==> config.mk <==
export PLATFORM = sky130hd
export DESIGN_NAME = pc_fetch_ctrl
export DESIGN_NICKNAME = d
export VERILOG_FILES = /design/src/rtl/pc_fetch_ctrl_pkg.sv /design/src/rtl/pc_next_sel.sv /design/src/rtl/pc_fetch_ctrl.sv
export SDC_FILE = /design/constraint.sdc
export NUM_CORES = 1
export LEC_CHECK = 0
export ABC_AREA = 1
export ABC_CLOCK_PERIOD_IN_PS = 1700
export CORE_MARGIN = 3
export CORE_UTILIZATION = 45
export CTS_CLUSTER_SIZE = 8
export DETAILED_ROUTE_END_ITERATION = 7
export GPL_TIMING_DRIVEN = 0
export PLACE_DENSITY = 0.78
export SETUP_SLACK_MARGIN = 0.1
export SYNTH_ARGS = -nofsm -noshare
export SYNTH_HDL_FRONTEND = slang
export SYNTH_SLANG_ARGS = --single-unit
export TNS_END_PERCENT = 100
==> constraint.sdc <==
create_clock -name clk -period 1.7 [get_ports clk]
set_input_delay 0.255 -clock clk [delete_from_list [all_inputs] [get_ports clk]]
set_output_delay 0.255 -clock clk [all_outputs]
set_load 0.005 [all_outputs]
==> src/rtl/pc_fetch_ctrl_pkg.sv <==
// pc_fetch_ctrl_pkg: shared types and defaults for the IF-stage fetch controller
package pc_fetch_ctrl_pkg;
  typedef enum logic [1:0] {BOOT = 2'd0, RUN = 2'd1, REDIR = 2'd2} state_t;
  typedef enum logic [1:0] {NXT_HOLD, NXT_STEP, NXT_TGT, NXT_SAVED} nxt_sel_t;
  localparam logic [31:0] RESET_VECTOR_DEF = 32'h0000_0000;
  localparam logic [31:0] PC_STEP_DEF = 32'd4;
  function automatic logic [31:0] align_word(input logic [31:0] a);
    return {a[31:2], 2'b00};
  endfunction
endpackage

==> src/rtl/pc_next_sel.sv <==
// pc_next_sel: next-PC mux choosing hold, sequential step, aligned branch target or saved target
module pc_next_sel
  import pc_fetch_ctrl_pkg::*;
#(
  parameter logic [31:0] PC_STEP = PC_STEP_DEF
) (
  input  logic [31:0] pc,
  input  logic [31:0] target,
  input  logic [31:0] saved,
  input  nxt_sel_t    sel,
  output logic [31:0] pc_nxt
);
  // select the address loaded into the PC at the next edge
  always_comb
    pc_nxt = sel == NXT_STEP  ? pc + PC_STEP :
             sel == NXT_TGT   ? align_word(target) :
             sel == NXT_SAVED ? saved : pc;
endmodule

==> src/rtl/pc_fetch_ctrl.sv <==
// pc_fetch_ctrl: program counter, fetch request and IF/ID, ID/EX flush/hold control
module pc_fetch_ctrl
  import pc_fetch_ctrl_pkg::*;
#(
  parameter logic [31:0] RESET_VECTOR = RESET_VECTOR_DEF,
  parameter logic [31:0] PC_STEP = PC_STEP_DEF
) (
  input  logic        clk,
  input  logic        reset,
  input  logic        pc_sel,
  input  logic [31:0] branch_target,
  input  logic        stall,
  input  logic        dmem_busywait,
  input  logic        imem_busywait,
  output logic        imem_read,
  output logic [31:0] pc_out,
  output logic [31:0] pc_plus4_out,
  output logic        instr_valid,
  output logic        if_id_hold,
  output logic        if_id_flush,
  output logic        id_ex_flush
);
  state_t      state, nxt_state;
  nxt_sel_t    sel;
  logic        save_en;
  logic [31:0] saved, pc_nxt;
  logic        frz, redir;
  assign frz = dmem_busywait;
  assign redir = pc_sel & ~frz;
  assign pc_plus4_out = pc_out + PC_STEP;
  pc_next_sel #(.PC_STEP(PC_STEP)) u_next (
    .pc     (pc_out),
    .target (branch_target),
    .saved  (saved),
    .sel    (sel),
    .pc_nxt (pc_nxt)
  );
  // state, PC and saved redirect target; the saved target is kept word aligned
  always_ff @(posedge clk)
    if (reset) begin
      state  <= BOOT;
      pc_out <= RESET_VECTOR;
      saved  <= '0;
    end else begin
      state  <= nxt_state;
      pc_out <= pc_nxt;
      if (save_en) saved <= align_word(branch_target);
    end
  // next state and PC source; a data-memory freeze holds everything
  always_comb begin
    nxt_state = state;
    sel = NXT_HOLD;
    save_en = 1'b0;
    if (!frz)
      case (state)
        BOOT: nxt_state = RUN;
        RUN:
          if (redir) begin
            save_en = imem_busywait;
            nxt_state = imem_busywait ? REDIR : RUN;
            sel = imem_busywait ? NXT_HOLD : NXT_TGT;
          end else if (!stall && !imem_busywait) sel = NXT_STEP;
        REDIR: begin
          save_en = redir;
          nxt_state = imem_busywait ? REDIR : RUN;
          sel = imem_busywait ? NXT_HOLD : redir ? NXT_TGT : NXT_SAVED;
        end
        default: nxt_state = BOOT;
      endcase
  end
  // fetch request, valid and pipeline-register controls decoded from state and inputs
  always_comb begin
    imem_read = 1'b0;
    instr_valid = 1'b0;
    if_id_hold = 1'b0;
    if_id_flush = 1'b1;
    id_ex_flush = 1'b0;
    if (reset) id_ex_flush = 1'b1;
    else
      case (state)
        RUN: begin
          imem_read = 1'b1;
          id_ex_flush = redir;
          if_id_flush = redir | (~frz & ~stall & imem_busywait);
          if_id_hold = ~redir & (frz | stall);
          instr_valid = ~redir & ~frz & ~stall & ~imem_busywait;
        end
        REDIR: begin
          imem_read = 1'b1;
          id_ex_flush = redir;
        end
        default: ;
      endcase
  end
endmodule

==> implementation parameters, run 1 <==
Parameter                              Value

Run status
  Stage where the flow stopped    global routing (5_1_grt)
  Result of the run    aborted with a tool error
  First error line in the log    [ERROR DPL-0038] Utilization greater than 100%, impossible to legalize

Synthesis
  Cell with the most instances after synthesis    sky130_fd_sc_hd__nand2_1
  Area leader, netlist    sky130_fd_sc_hd__dfxtp_1
  Cell types with the largest area share after synthesis    sky130_fd_sc_hd__dfxtp_1 (30%), sky130_fd_sc_hd__nand2_1 (19%), sky130_fd_sc_hd__nor2_1 (8.8%)
  Most numerous cell types in the synthesized netlist    sky130_fd_sc_hd__nand2_1 (208), sky130_fd_sc_hd__nor2_1 (96), sky130_fd_sc_hd__o21ai_0 (68), sky130_fd_sc_hd__dfxtp_1 (62), sky130_fd_sc_hd__inv_1 (61)
  Avg Inst Size Synth    6.13 um^2
  Share of Yosys cell area claimed by the top area cell type    30.4%
  Synth Warn #    0
  Number of flops mapped to enable cells by yosys    0
  Share of the yosys chip area belonging to registers    30.4%
  Share of flip-flops with an asynchronous set or reset    0%
  Yosys cell types    40
  Post-Syn Instances    665
  #FFs+latches synth    62
  Area of the mapped netlist    4080 um^2
  Ys flop type    sky130_fd_sc_hd__dfxtp_1

Timing
  Worst-path endpoint after global-route repair_timing    pc_plus4_out[24]
  Classification of the worst endpoint    output port

Clock network
  Total CTS buffers    9
  Clk buf depth    2
  H-Tree Level Count    3
  # clock sinks    62
  Clock root buffer    sky130_fd_sc_hd__clkbuf_8

Die
  Std-Cell Rows    34
  Starting Density    46.5%
  Overall die width    ~100 um
  Overall die height    101 um
  I/O Pins    107

Place
  Port Buffer Count    99
  Post-Place Cell Area    5270 um^2
  Setup Slack @ Placement    -0.622 ns
  Total half-perimeter wirelength after legalization and detailed placement    10600 um
  Routability cong.    ~1.0

GRT
  Maximum number of pins on one net before global-route repair    13
## repair_timing
item,4_1_cts
buffers inserted,126
gates cloned,6
pin swaps,129
resized for setup,497
endpoints found under the setup margin,113
hold buffers,0
## logic make-up after synthesis
| logic type | Yosys count | share of synthesized area [%] |
|---|---|---|
| compound gates | 115 | 15.4 |
| xor+xnor | 6 | 1.29 |
| fa+ha+maj | 6 | 1.84 |
| buf+inv | 94 | 10.8 |
| flops | 62 | 30.4 |
| other cells | 1 | 0.0920 |
| simple gates | 381 | 40.1 |
## per-stage QoR
step / instances / setup TNS (ns)
CTS: 1018 / -7.09
detailed placement: 875 / -28.66
global placement: 875 / -26.33
floorplan: 668 / 0
==> run 2, diff against run 1 <==
--- a/config.mk
+++ b/config.mk
@@ -6,14 +6,12 @@
 export NUM_CORES = 1
 export LEC_CHECK = 0
 export ABC_AREA = 1
-export ABC_CLOCK_PERIOD_IN_PS = 1700
+export ABC_CLOCK_PERIOD_IN_PS = 2200
 export CORE_MARGIN = 3
-export CORE_UTILIZATION = 45
-export CTS_CLUSTER_SIZE = 8
+export CORE_UTILIZATION = 30
 export DETAILED_ROUTE_END_ITERATION = 7
 export GPL_TIMING_DRIVEN = 0
-export PLACE_DENSITY = 0.78
-export SETUP_SLACK_MARGIN = 0.1
+export PLACE_DENSITY_LB_ADDON = 0.15
 export SYNTH_ARGS = -nofsm -noshare
 export SYNTH_HDL_FRONTEND = slang
 export SYNTH_SLANG_ARGS = --single-unit
==> constraint.sdc (replaced) <==
create_clock -name clk -period 2.2 [get_ports clk]
set_input_delay 0.33 -clock clk [delete_from_list [all_inputs] [get_ports clk]]
set_output_delay 0.33 -clock clk [all_outputs]
set_load 0.005 [all_outputs]
==> implementation parameters, run 2 <==
Parameter                              Value

Run status
  Result of the run    finished clean (was aborted with a tool error)

GRT
  Total congestion overflow    0
  Wire length of the first global-routing pass    about 23000 um
  Maximum number of pins on one net before global-route repair    11
  Via count of the first global-routing pass    4514
  Combined global-route utilization of all metal layers    20.4%
  Antenna violations before repair    0

Timing
  Number of slew-limit violations in the final report    0
  Final setup margin    0.0302 ns
  Maximum clock frequency    around 460 MHz
  Slew headroom    53.2%
  Minimum clock period    2.17 ns
  Number of endpoints failing setup at the final stage    0
  Part of the cycle the worst path needs    between 90% and 100%
  Minimum hold slack    approximately 0.30 ns
  Final sum of negative setup slack    0 ns
  Count of endpoints failing hold in the final timing report    0
  Actual slew at the worst max-slew pin    ~0.70 ns
  Post-route clock skew    0.00740 ns

Clock network
  CTS tree    done
  Post-CTS Hold Buffers    0 (unchanged)
  Clk buf depth    2 (unchanged)
  H-Tree Level Count    3 (unchanged)
  Clock root buffer    sky130_fd_sc_hd__clkbuf_16 (was sky130_fd_sc_hd__clkbuf_8)
  Source-to-sink clock delay at the later pin of the worst-skew pair    0.34 ns
  Clock slew at reported path FFs    0.06 ns
  Total CTS buffers    9 (unchanged)
  # clock sinks    62 (unchanged)

Synthesis
  Area leader, netlist    sky130_fd_sc_hd__dfxtp_1 (unchanged)
  Share of flip-flops with an asynchronous set or reset    0% (unchanged)
  Post-Syn Instances    665 (unchanged)
  Area of the mapped netlist    4080 um^2 (unchanged)
  Synthesized-area fraction occupied by and/or/nand/nor cells    40.1% (unchanged)
  Multiplexer fraction of the synthesized cell area    0% (unchanged)
  #FFs+latches synth    62 (unchanged)
  Synth Warn #    0 (unchanged)
  Yosys cell types    40 (unchanged)
  Cell with the most instances after synthesis    sky130_fd_sc_hd__nand2_1 (unchanged)
  Xor and xnor area share after synthesis    1.29% (unchanged)
  Share of the yosys chip area belonging to registers    30.4% (unchanged)
  Number of flops mapped to enable cells by yosys    0 (unchanged)
  Most numerous cell types in the synthesized netlist    sky130_fd_sc_hd__nand2_1 (208), sky130_fd_sc_hd__nor2_1 (96), sky130_fd_sc_hd__o21ai_0 (68), sky130_fd_sc_hd__dfxtp_1 (62), sky130_fd_sc_hd__inv_1 (61) (unchanged)
  Synth Area in Adders    1.84% (unchanged)
  Avg Inst Size Synth    6.13 um^2 (unchanged)
  Ys flop type    sky130_fd_sc_hd__dfxtp_1 (unchanged)
  Compound-gate portion of the synthesized area    15.4% (unchanged)
  Share of Yosys cell area claimed by the top area cell type    30.4% (unchanged)
  Dominant combinational cell family by area after synthesis    simple AND/OR/NAND/NOR gates (unchanged)
  Cell types with the largest area share after synthesis    sky130_fd_sc_hd__dfxtp_1 (30%), sky130_fd_sc_hd__nand2_1 (19%), sky130_fd_sc_hd__nor2_1 (8.8%) (unchanged)

Setup path
  Kind of capture point of the worst setup path    primary output
  Category of the critical setup timing path    flip-flop to primary output
  Kind of start point of the critical path    flip-flop
  Largest fanout of any net on the critical path    5
  WP data arrival    roughly 1.8 ns
  Slack of the worst reg-to-reg path    0.19 ns
  Critical Path RT    approximately 1.9 ns

Detailed routing
  Number of DRC violations after detailed-routing iteration 0    roughly 340
  Final wirelength    15500 um
  Number of antenna-violating nets in the routed design    0
  Detailed-routing iteration count for the pre-antenna-repair pass    5
  Final routed DRC violation total    0
  Drt wl/cell    15.4 um
  Via total after detailed routing    4839
  Vias per cell    4.81

Layout
  Final core utilization    50.7%
  Post-route design area    around 6600 um^2
  Regs by FF count    pc_out x30, saved x30, state x2
  Most common cell after layout, fill and taps aside    sky130_fd_sc_hd__nand2_1
  Count of non-filler cells in the finished layout    1005
  Count of inserted antenna diode cells    0
  # nets final    slightly below 900
  Share of post-route cells with drive strength above 1    ~28%
  Number of filler cells placed in the layout    1297
  Area Growth Syn to Fin    60.8%
  Most used cells in the layout excluding fill and tap cells    sky130_fd_sc_hd__nand2_1 (180), sky130_fd_sc_hd__clkdlybuf4s50_1 (69), sky130_fd_sc_hd__o21ai_0 (63), sky130_fd_sc_hd__nor2_1 (59), sky130_fd_sc_hd__inv_1 (56)

Place
  Setup Slack @ Placement    -0.295 ns (was -0.622 ns)
  Post-Place Cell Area    5300 um^2 (was 5270 um^2)
  Port Buffer Count    99 (unchanged)
  Total half-perimeter wirelength after legalization and detailed placement    11300 um (was 10600 um)
  Total placed cells including tap cells    939 (was 875)
  Routability cong.    0.873 (was 0.998)

Pwr
  Static Leakage    2.89 nW
  Power per cell area    478 nW/um^2
  Power consumption    3.13 mW
  Worst vdd ir    0.293 mV

Die
  Die area    15000 um^2
  Std-Cell Rows    41 (was 34)
  Starting Density    31.5% (was 46.5%)
  Overall die height    123 um (was 101 um)
  Area of the core    12900 um^2
  Overall die width    123 um (was 101 um)
  I/O Pins    107 (unchanged)

Hold path
  Tightest Hold Check Type    primary input to flip-flop

Run
  Number of max-cap violations    0
-- run 2: cell counts after synthesis --
Identical to the previous run, type by type.
-- run 2: final timing paths --
path	from	end	cells past startpoint
min	reset	pc_out[20]	2
max	pc_out[3]	pc_plus4_out[14]	8
min reg2reg	saved[12]	saved[12]	2
max reg2reg	state[0]	pc_out[24]	11
-- run 2: per-layer routing --
metal  vias to the layer above  share of wire (%)  track usage, %
met4                         0                1.9            6.79
li1                       2443                  -               -
met5                         -                  0               0
met2                       120                 47            33.6
met1                      2253                 45            26.6
met3                        23                5.2            4.42
-- run 2: area by class of cell --
class	instances	area (um^2)	area share [%]
well taps	172	215	3.28
clock inverters	3	90.1	1.37
inverters	65	263	4.01
plain buffers	28	186	2.84
flip-flops and latches	62	1330	20.3
repair buffers	150	1380	21.0
multi-input cells	512	2830	43.2
clock buffers	13	260	3.97
-- run 2: what timing repair did --
| item | 4_1_cts | 5_1_grt |
|---|---|---|
| pin swaps | 33 | 16 |
| gates resized for setup | 175 | 40 |
| setup buffers | 38 | 13 |
| endpoints found under the setup margin | 32 | 19 |
-- run 2: logic make-up (layout without fill, tap and decap cells) --
family | count (synthesis) | count (layout)
and+or+nand+nor | 381 | 381
AOI/OAI and AO/OA | 115 | 115
buffers and inverters | 94 | 259
DFF | 62 | 62
adders and majority gates | 6 | 6
xor gates and xnor gates | 6 | 6
other | 1 | 4
-- run 2: where the power goes --
group,total [mW],internal [mW],switching (mW)
registers,1.13,1.12,0.0167
clock network,1.71,1.17,0.537
logic,0.292,0.142,0.149
-- run 2: critical path, stage by stage (launching register included) --
cell	delay (ns)
sky130_fd_sc_hd__dfxtp_4	0.38
sky130_fd_sc_hd__ha_4	0.20
sky130_fd_sc_hd__inv_4	0.06
sky130_fd_sc_hd__nor2_4	0.15
sky130_fd_sc_hd__nand2_4	0.10
sky130_fd_sc_hd__buf_4	0.15
sky130_fd_sc_hd__o21ai_2	0.13
sky130_fd_sc_hd__nand2_1	0.07
sky130_fd_sc_hd__dlygate4sd2_1	0.26
Note: power is estimated with default switching activity, not from simulation.
==> run 3, diff against run 2 <==
--- a/config.mk
+++ b/config.mk
@@ -7,12 +7,13 @@
 export LEC_CHECK = 0
 export ABC_AREA = 1
 export ABC_CLOCK_PERIOD_IN_PS = 2200
-export CORE_MARGIN = 3
+export CORE_MARGIN = 1.5
 export CORE_UTILIZATION = 30
 export DETAILED_ROUTE_END_ITERATION = 7
 export GPL_TIMING_DRIVEN = 0
 export PLACE_DENSITY_LB_ADDON = 0.15
 export SYNTH_ARGS = -nofsm -noshare
 export SYNTH_HDL_FRONTEND = slang
+export SYNTH_HIERARCHICAL = 1
 export SYNTH_SLANG_ARGS = --single-unit
 export TNS_END_PERCENT = 100
==> implementation parameters, run 3 <==
Parameter                              Value

Clock network
  # clock sinks    64 (was 62)
  CTS tree    done (unchanged)
  Clk buf depth    2 (unchanged)
  Total CTS buffers    9 (unchanged)
  Clock root buffer    sky130_fd_sc_hd__clkbuf_16 (unchanged)
  Source-to-sink clock delay at the later pin of the worst-skew pair    0.35 ns (was 0.34 ns)
  H-Tree Level Count    3 (unchanged)
  Clock slew at reported path FFs    0.06 ns (about the same)

Layout
  Area Growth Syn to Fin    51.7% (was 60.8%)
  Count of non-filler cells in the finished layout    1244 (was 1005)
  Regs by FF count    pc_out x32, saved x30, state x2 (was pc_out x30, saved x30, state x2)
  Top reg by flops    pc_out
  Flip-flop count of the largest register, all copies and words added    32
  Most common cell after layout, fill and taps aside    sky130_fd_sc_hd__nand2_1 (unchanged)
  Most used cells in the layout excluding fill and tap cells    sky130_fd_sc_hd__nand2_1 (270), sky130_fd_sc_hd__nor2_1 (153), sky130_fd_sc_hd__inv_1 (89), sky130_fd_sc_hd__clkdlybuf4s50_1 (76), sky130_fd_sc_hd__buf_4 (67) (was sky130_fd_sc_hd__nand2_1 (180), sky130_fd_sc_hd__clkdlybuf4s50_1 (69), sky130_fd_sc_hd__o21ai_0 (63), sky130_fd_sc_hd__nor2_1 (59), sky130_fd_sc_hd__inv_1 (56))
  Post-route design area    7440 um^2 (was 6560 um^2)
  Count of inserted antenna diode cells    0 (unchanged)
  Number of filler cells placed in the layout    1762 (was 1297)
  Share of post-route cells with drive strength above 1    21.9% (was 27.7%)
  # nets final    1068 (was 872)

Setup path
  WP data arrival    1.86 ns (was 1.84 ns)
  Startpoint of the worst-slack reg-to-reg timing path    state[0] (unchanged)
  Largest fanout of any net on the critical path    4 (was 5)
  Kind of start point of the critical path    flip-flop (unchanged)
  Number of cells on the worst reg-to-reg path    14 (was 11)
  Termination of the worst setup path    pc_plus4_out[27] (was pc_plus4_out[14])
  Kind of capture point of the worst setup path    primary output (unchanged)
  Category of the critical setup timing path    flip-flop to primary output (unchanged)
  Startpoint of the most critical setup path    pc_out[3] (unchanged)
  Critical Path RT    1.87 ns (about the same)
  Slack of the worst reg-to-reg path    0.20 ns (was 0.19 ns)
  Reg-to-reg endpoint    pc_out[17] (was pc_out[24])

Synthesis
  Synth Warn #    6 (was 0)
  Cell with the most instances after synthesis    sky130_fd_sc_hd__nand2_1 (unchanged)
  Yosys cell types    34 (was 40)
  #FFs+latches synth    64 (was 62)
  Share of the yosys chip area belonging to registers    26.1% (was 30.4%)
  Post-Syn Instances    839 (was 665)
  Cell types with the largest area share after synthesis    sky130_fd_sc_hd__dfxtp_1 (26%), sky130_fd_sc_hd__nand2_1 (21%), sky130_fd_sc_hd__nor2_1 (13%) (was sky130_fd_sc_hd__dfxtp_1 (30%), sky130_fd_sc_hd__nand2_1 (19%), sky130_fd_sc_hd__nor2_1 (8.8%))
  Most numerous cell types in the synthesized netlist    sky130_fd_sc_hd__nand2_1 (279), sky130_fd_sc_hd__nor2_1 (167), sky130_fd_sc_hd__inv_1 (94), sky130_fd_sc_hd__dfxtp_1 (64), sky130_fd_sc_hd__o21ai_0 (42) (was sky130_fd_sc_hd__nand2_1 (208), sky130_fd_sc_hd__nor2_1 (96), sky130_fd_sc_hd__o21ai_0 (68), sky130_fd_sc_hd__dfxtp_1 (62), sky130_fd_sc_hd__inv_1 (61))
  Area of the mapped netlist    4910 um^2 (was 4080 um^2)
  Area leader, netlist    sky130_fd_sc_hd__dfxtp_1 (unchanged)
  Share of flip-flops with an asynchronous set or reset    0% (unchanged)
  Avg Inst Size Synth    5.85 um^2 (was 6.13 um^2)
  Ys flop type    sky130_fd_sc_hd__dfxtp_1 (unchanged)
  Number of flops mapped to enable cells by yosys    0 (unchanged)
  Share of Yosys cell area claimed by the top area cell type    26.1% (was 30.4%)

Timing
  Number of endpoints failing setup at the final stage    0 (unchanged)
  Post-route clock skew    0.00904 ns (was 0.00740 ns)
  Actual slew at the worst max-slew pin    0.596 ns (was 0.701 ns)
  Number of slew-limit violations in the final report    0 (unchanged)
  Minimum hold slack    0.301 ns (was 0.304 ns)
  Maximum clock frequency    457 MHz (was 461 MHz)
  Slew headroom    60.3% (was 53.2%)
  Minimum clock period    2.19 ns (was 2.17 ns)
  Final setup margin    0.0139 ns (was 0.0302 ns)
  Count of endpoints failing hold in the final timing report    0 (unchanged)
  Part of the cycle the worst path needs    99.4% (was 98.6%)
  Final sum of negative setup slack    0 ns (unchanged)
  Setup repair after global routing missed its margin    true

Die
  Overall die width    131 um (was 123 um)
  Die area    17100 um^2 (was 15000 um^2)
  Overall die height    131 um (was 123 um)
  Std-Cell Rows    46 (was 41)
  I/O Pins    107 (unchanged)
  Area of the core    15900 um^2 (was 12900 um^2)
  Starting Density    30.8% (was 31.5%)

Detailed routing
  Vias per cell    4.61 (was 4.81)
  Drt wl/cell    14.5 um (was 15.4 um)
  Via total after detailed routing    5738 (was 4839)
  Final routed DRC violation total    0 (unchanged)
  Detailed-routing iteration count for the pre-antenna-repair pass    5 (unchanged)
  Number of antenna-violating nets in the routed design    0 (unchanged)
  Number of DRC violations after detailed-routing iteration 0    351 (was 339)
  Final wirelength    18000 um (was 15500 um)

GRT
  Combined global-route utilization of all metal layers    21.6% (was 20.4%)
  Total congestion overflow    0 (unchanged)
  Wire length of the first global-routing pass    28000 um (was 23400 um)
  Via count of the first global-routing pass    5317 (was 4514)
  Antenna violations before repair    0 (unchanged)
  Maximum number of pins on one net before global-route repair    13 (was 11)

Place
  Total half-perimeter wirelength after legalization and detailed placement    13000 um (was 11300 um)
  Routability cong.    0.837 (was 0.873)
  Total placed cells including tap cells    1159 (was 939)
  Setup Slack @ Placement    -0.590 ns (was -0.295 ns)
  Port Buffer Count    103 (was 99)
  Post-Place Cell Area    6210 um^2 (was 5300 um^2)

Run status
  Result of the run    finished clean (unchanged)

Hold path
  Tightest Hold Check Type    primary input to flip-flop (unchanged)
  Startpoint of the tightest hold check path    reset (unchanged)

Pwr
  Worst vdd ir    0.335 mV (was 0.293 mV)
  Static Leakage    3.18 nW (was 2.89 nW)
  Power per cell area    407 nW/um^2 (was 478 nW/um^2)

Run
  Number of max-cap violations    0 (unchanged)
==> run 3: final cells by class <==
cell class	count	area, um^2	share of cell area (%)
flip-flops and latches	64	1390	18.7
well taps	216	270	3.63
clock buffers	10	239	3.21
inverters	96	363	4.87
multi-input cells	650	3290	44.2
plain buffers	30	225	3.03
repair buffers	172	1580	21.2
clock inverters	6	90.1	1.21
==> run 3: worst min path at each step <==
stage	cells past startpoint	end
after global placement	2	saved[13]
after global routing	2	pc_out[29]
after CTS	2	pc_out[29]
after floorplan	2	saved[10]
after detailed placement	2	saved[11]
final	2	state[1]
==> run 3: what timing repair did <==
action,CTS,global route
pin swaps,15,14
gates cloned,0,2
hold endpoints to repair,0,0
buffers inserted,37,30
endpoints found under the setup margin,61,54
hold buffers,0,0
gates resized for setup,121,62
==> run 3: report_power, final <==
group	leakage, nW	internal (mW)	switching [mW]
clock network	0.159	1.03	0.574
logic	2.48	0.136	0.133
registers	0.540	1.14	0.0182
total	3.18	2.31	0.725
==> run 3: cells by family (layout without fill, tap and decap cells) <==
kind of cell    after synthesis  in the layout  synth area share [%]
compound gates               96             96                  11.4
simple gates                522            522                  45.5
fa+ha+maj                     7              7                  1.78
xor+xnor                     23             23                  4.26
other cells                   1              2                0.0764
buf+inv                     126            314                  10.9
flops                        64             64                  26.1
==> run 3: layer usage <==
layer | part of all wire [%] | global-route usage, % | wire length [um]
met1 | 47 | 28.9 | 8470
met2 | 47 | 36.2 | 8460
met3 | 5.3 | 3.62 | 951
met4 | 0.68 | 5.30 | 122
met5 | 0 | 0 | 0
==> run 3: metrics by stage <==
stage | utilization [%] | power [mW]
after floorplan | - | 1.32
after CTS | 44.2 | 3.05
final | 46.7 | 3.03
after detailed placement | 39.0 | 1.46
after global placement | 39.0 | 1.46
after global routing | 46.7 | 3.14
==> run 3: worst max-delay path, stage by stage (launching register included) <==
cell and delay [ns]:
sky130_fd_sc_hd__dfxtp_4 0.37, sky130_fd_sc_hd__buf_6 0.11, sky130_fd_sc_hd__nand2_2 0.06, sky130_fd_sc_hd__nor2_4 0.13
sky130_fd_sc_hd__buf_4 0.13, sky130_fd_sc_hd__nand2_4 0.06, sky130_fd_sc_hd__buf_4 0.14, sky130_fd_sc_hd__nor2_2 0.09
sky130_fd_sc_hd__nand2_1 0.06, sky130_fd_sc_hd__nand2_1 0.05, sky130_fd_sc_hd__nand2_1 0.06, sky130_fd_sc_hd__dlygate4sd2_1 0.26
==> run 4, diff against run 3 <==
--- a/config.mk
+++ b/config.mk
@@ -6,12 +6,12 @@
 export NUM_CORES = 1
 export LEC_CHECK = 0
 export ABC_AREA = 1
-export ABC_CLOCK_PERIOD_IN_PS = 2200
+export ABC_CLOCK_PERIOD_IN_PS = 2350
 export CORE_MARGIN = 1.5
 export CORE_UTILIZATION = 30
 export DETAILED_ROUTE_END_ITERATION = 7
 export GPL_TIMING_DRIVEN = 0
-export PLACE_DENSITY_LB_ADDON = 0.15
+export PLACE_DENSITY = 0.54
 export SYNTH_ARGS = -nofsm -noshare
 export SYNTH_HDL_FRONTEND = slang
 export SYNTH_HIERARCHICAL = 1
==> constraint.sdc (replaced) <==
create_clock -name clk -period 2.35 [get_ports clk]
set_input_delay 0.3525 -clock clk [delete_from_list [all_inputs] [get_ports clk]]
set_output_delay 0.3525 -clock clk [all_outputs]
set_load 0.005 [all_outputs]
==> implementation parameters, run 4 (same netlist as run 3, synthesis figures left out) <==
Parameter                              Value

Run status
  Result of the run    finished clean (unchanged)

Clock network
  Source-to-sink clock delay at the later pin of the worst-skew pair    0.34 ns (was 0.35 ns)
  H-Tree Level Count    3 (unchanged)
  CTS tree    done (unchanged)
  Clock slew at reported path FFs    0.05 ns (was 0.06 ns)
  # clock sinks    64 (unchanged)
  Clk buf depth    2 (unchanged)
  Total CTS buffers    9 (unchanged)
  Clock root buffer    sky130_fd_sc_hd__clkbuf_16 (unchanged)

Die
  Die area    17100 um^2 (unchanged)
  Std-Cell Rows    46 (unchanged)
  Overall die width    131 um (unchanged)
  Area of the core    15900 um^2 (unchanged)
  I/O Pins    107 (unchanged)
  Overall die height    131 um (unchanged)
  Starting Density    30.8% (unchanged)

Pwr
  Sw frac    23.4% (was 23.9%)
  Combinational share of power    8.9% (about the same)
  Power share of the sequential group    41.2% (was 38.3%)
  Int Power    2.03 mW (was 2.31 mW)
  Static Leakage    2.90 nW (was 3.18 nW)
  Power per cell area    380 nW/um^2 (was 407 nW/um^2)
  Worst vdd ir    0.322 mV (was 0.335 mV)
  Clock network power share    49.9% (was 52.8%)
  Psw    0.622 mW (was 0.725 mW)

Setup path
  WP data arrival    1.92 ns (was 1.86 ns)
  Bufs and invs on worst path    1 (was 4)
  Critical Path RT    2.00 ns (was 1.87 ns)
  Number of cells on the worst reg-to-reg path    12 (was 14)
  Largest fanout of any net on the critical path    7 (was 4)
  Reg-to-reg endpoint    pc_out[4] (was pc_out[17])
  Cells along the critical path    nand2_1 -> nor2_2 -> nand2_1 -> nor2_1 -> nand3_1 -> nand2_1 -> clkdlybuf4s50_1 (was buf_6 -> nand2_2 -> nor2_4 -> buf_4 -> nand2_4 -> buf_4 -> nor2_2 -> nand2_1 -> nand2_1 -> nand2_1 -> dlygate4sd2_1)
  Startpoint of the worst-slack reg-to-reg timing path    state[0] (unchanged)
  Kind of capture point of the worst setup path    primary output (unchanged)
  Kind of start point of the critical path    flip-flop (unchanged)
  Category of the critical setup timing path    flip-flop to primary output (unchanged)
  Family with the most delay on the worst path    simple AND/OR/NAND/NOR gates (was buffers and inverters)
  Slack of the worst reg-to-reg path    0.22 ns (was 0.20 ns)
  Longest individual stage delay on the worst path    0.50 ns (was 0.37 ns)
  Most used cell, CP    sky130_fd_sc_hd__nand2_1 (unchanged)
  Slowest-stage cell, CP    sky130_fd_sc_hd__clkdlybuf4s50_1 (was sky130_fd_sc_hd__dfxtp_4)

Timing
  Number of endpoints failing setup at the final stage    0 (unchanged)
  Actual slew at the worst max-slew pin    0.546 ns (was 0.596 ns)
  Minimum clock period    2.27 ns
  Post-route clock skew    0.00479 ns (was 0.00904 ns)
  Maximum clock frequency    441 MHz
  Part of the cycle the worst path needs    between 90% and 100%
  Setup repair after global routing missed its margin    true (unchanged)
  Count of endpoints failing hold in the final timing report    0 (unchanged)
  Slew headroom    63.6% (was 60.3%)
  Number of slew-limit violations in the final report    0 (unchanged)

Detailed routing
  Final wirelength    17100 um (was 18000 um)
  Via total after detailed routing    5606 (was 5738)
  Number of DRC violations after detailed-routing iteration 0    343 (was 351)
  Drt wl/cell    14.2 um (was 14.5 um)
  Number of antenna-violating nets in the routed design    0 (unchanged)
  Final routed DRC violation total    0 (unchanged)
  Detailed-routing iteration count for the pre-antenna-repair pass    5 (unchanged)
  Vias per cell    4.65 (was 4.61)

Place
  Total half-perimeter wirelength after legalization and detailed placement    13100 um (was 13000 um)
  Port Buffer Count    103 (unchanged)
  Routability cong.    0.838 (was 0.837)
  Total placed cells including tap cells    1159 (unchanged)
  Post-Place Cell Area    6210 um^2 (unchanged)

Layout
  # nets final    1030 (was 1068)
  Flip-flop count of the largest register, all copies and words added    32 (unchanged)
  Count of inserted antenna diode cells    0 (unchanged)
  Top reg by flops    pc_out (unchanged)
  Most used cells in the layout excluding fill and tap cells    sky130_fd_sc_hd__nand2_1 (273), sky130_fd_sc_hd__nor2_1 (154), sky130_fd_sc_hd__inv_1 (92), sky130_fd_sc_hd__clkdlybuf4s50_1 (88), sky130_fd_sc_hd__o21ai_0 (41) (was sky130_fd_sc_hd__nand2_1 (270), sky130_fd_sc_hd__nor2_1 (153), sky130_fd_sc_hd__inv_1 (89), sky130_fd_sc_hd__clkdlybuf4s50_1 (76), sky130_fd_sc_hd__buf_4 (67))
  Post-route design area    6990 um^2 (was 7440 um^2)
  Count of non-filler cells in the finished layout    1205 (was 1244)
  Share of post-route cells with drive strength above 1    16.8% (was 21.9%)
  Area Growth Syn to Fin    42.5% (was 51.7%)
  Number of filler cells placed in the layout    1761 (was 1762)
  Final core utilization    43.9% (was 46.7%)
  Regs by FF count    pc_out x32, saved x30, state x2 (unchanged)
  Most common cell after layout, fill and taps aside    sky130_fd_sc_hd__nand2_1 (unchanged)

GRT
  Maximum number of pins on one net before global-route repair    11 (was 13)
  Combined global-route utilization of all metal layers    20.4% (was 21.6%)
  Antenna violations before repair    0 (unchanged)
  Wire length of the first global-routing pass    26600 um (was 28000 um)
  Total congestion overflow    0 (unchanged)
  Via count of the first global-routing pass    5132 (was 5317)

Hold path
  Hold Path Depth    2 (unchanged)
  Tightest Hold Check Type    primary input to flip-flop (unchanged)
  Startpoint of the tightest hold check path    reset (unchanged)
  Terminating pin of the worst hold path    pc_out[30] (was state[1])

Run
  Number of max-cap violations    0 (unchanged)
==> run 4: routing by layer <==
layer / GRT usage [%] / wire [um] / vias up
li1: - / - / 2890
met4: 6.53 / 274 / 0
met5: 0 / 0 / -
met3: 3.79 / 942 / 20
met1: 26.4 / 7910 / 2543
met2: 34.5 / 8010 / 153
==> run 4: area by class of cell <==
class	count	area, um^2	area share, %
clock buffer	11	243	3.47
tap	216	270	3.86
clock inverter	4	45.0	0.644
timing repair buffer	134	1280	18.3
inverter	96	360	5.15
buffer	30	206	2.95
sequential	64	1380	19.8
multi-input combinational	650	3210	45.8
==> run 4: what timing repair did <==
item | CTS | global route
endpoints found under the setup margin | 50 | 49
setup buffers | 9 | 22
hold buffers | 0 | 0
gates resized for setup | 61 | 62
gates cloned | 0 | 0
pin swaps | 5 | 13
==> run 4: power groups by stage <==
| stage | sequential, mW | combinational, mW | clock, mW |
|---|---|---|---|
| finish | 1.09 | 0.237 | 1.33 |
| global route | 1.09 | 0.261 | 1.39 |
| CTS | 1.11 | 0.225 | 1.35 |
| detailed placement | 1.14 | 0.221 | 0 |
| global placement | 1.14 | 0.221 | 0 |
| floorplan | 1.14 | 0.0956 | 0 |
==> run 4: worst max-delay path by stage <==
stage	startpoint	end	slack, ns	cells after the start
final	pc_out[12]	pc_plus4_out[24]	0.08	7
after global routing	pc_out[16]	pc_plus4_out[27]	-0.01	7
after CTS	pc_out[12]	pc_plus4_out[31]	-0.003	7
after detailed placement	dmem_busywait	pc_out[28]	-0.48	16
after global placement	dmem_busywait	pc_out[28]	-0.44	16
after floorplan	state[0]	pc_out[21]	0.41	13
==> run 4: through the flow <==
step	worst slack, ns	setup TNS (ns)	hold slack [ns]	total power [mW]
final	0.0799	0	0.316	2.66
after global routing	-0.0147	-0.0176	0.341	2.75
after CTS	-0.00265	-0.00265	0.315	2.68
after detailed placement	-0.478	-11.44	0.472	1.36
after global placement	-0.443	-10.07	0.463	1.36
after floorplan	0.405	0	0.454	1.23
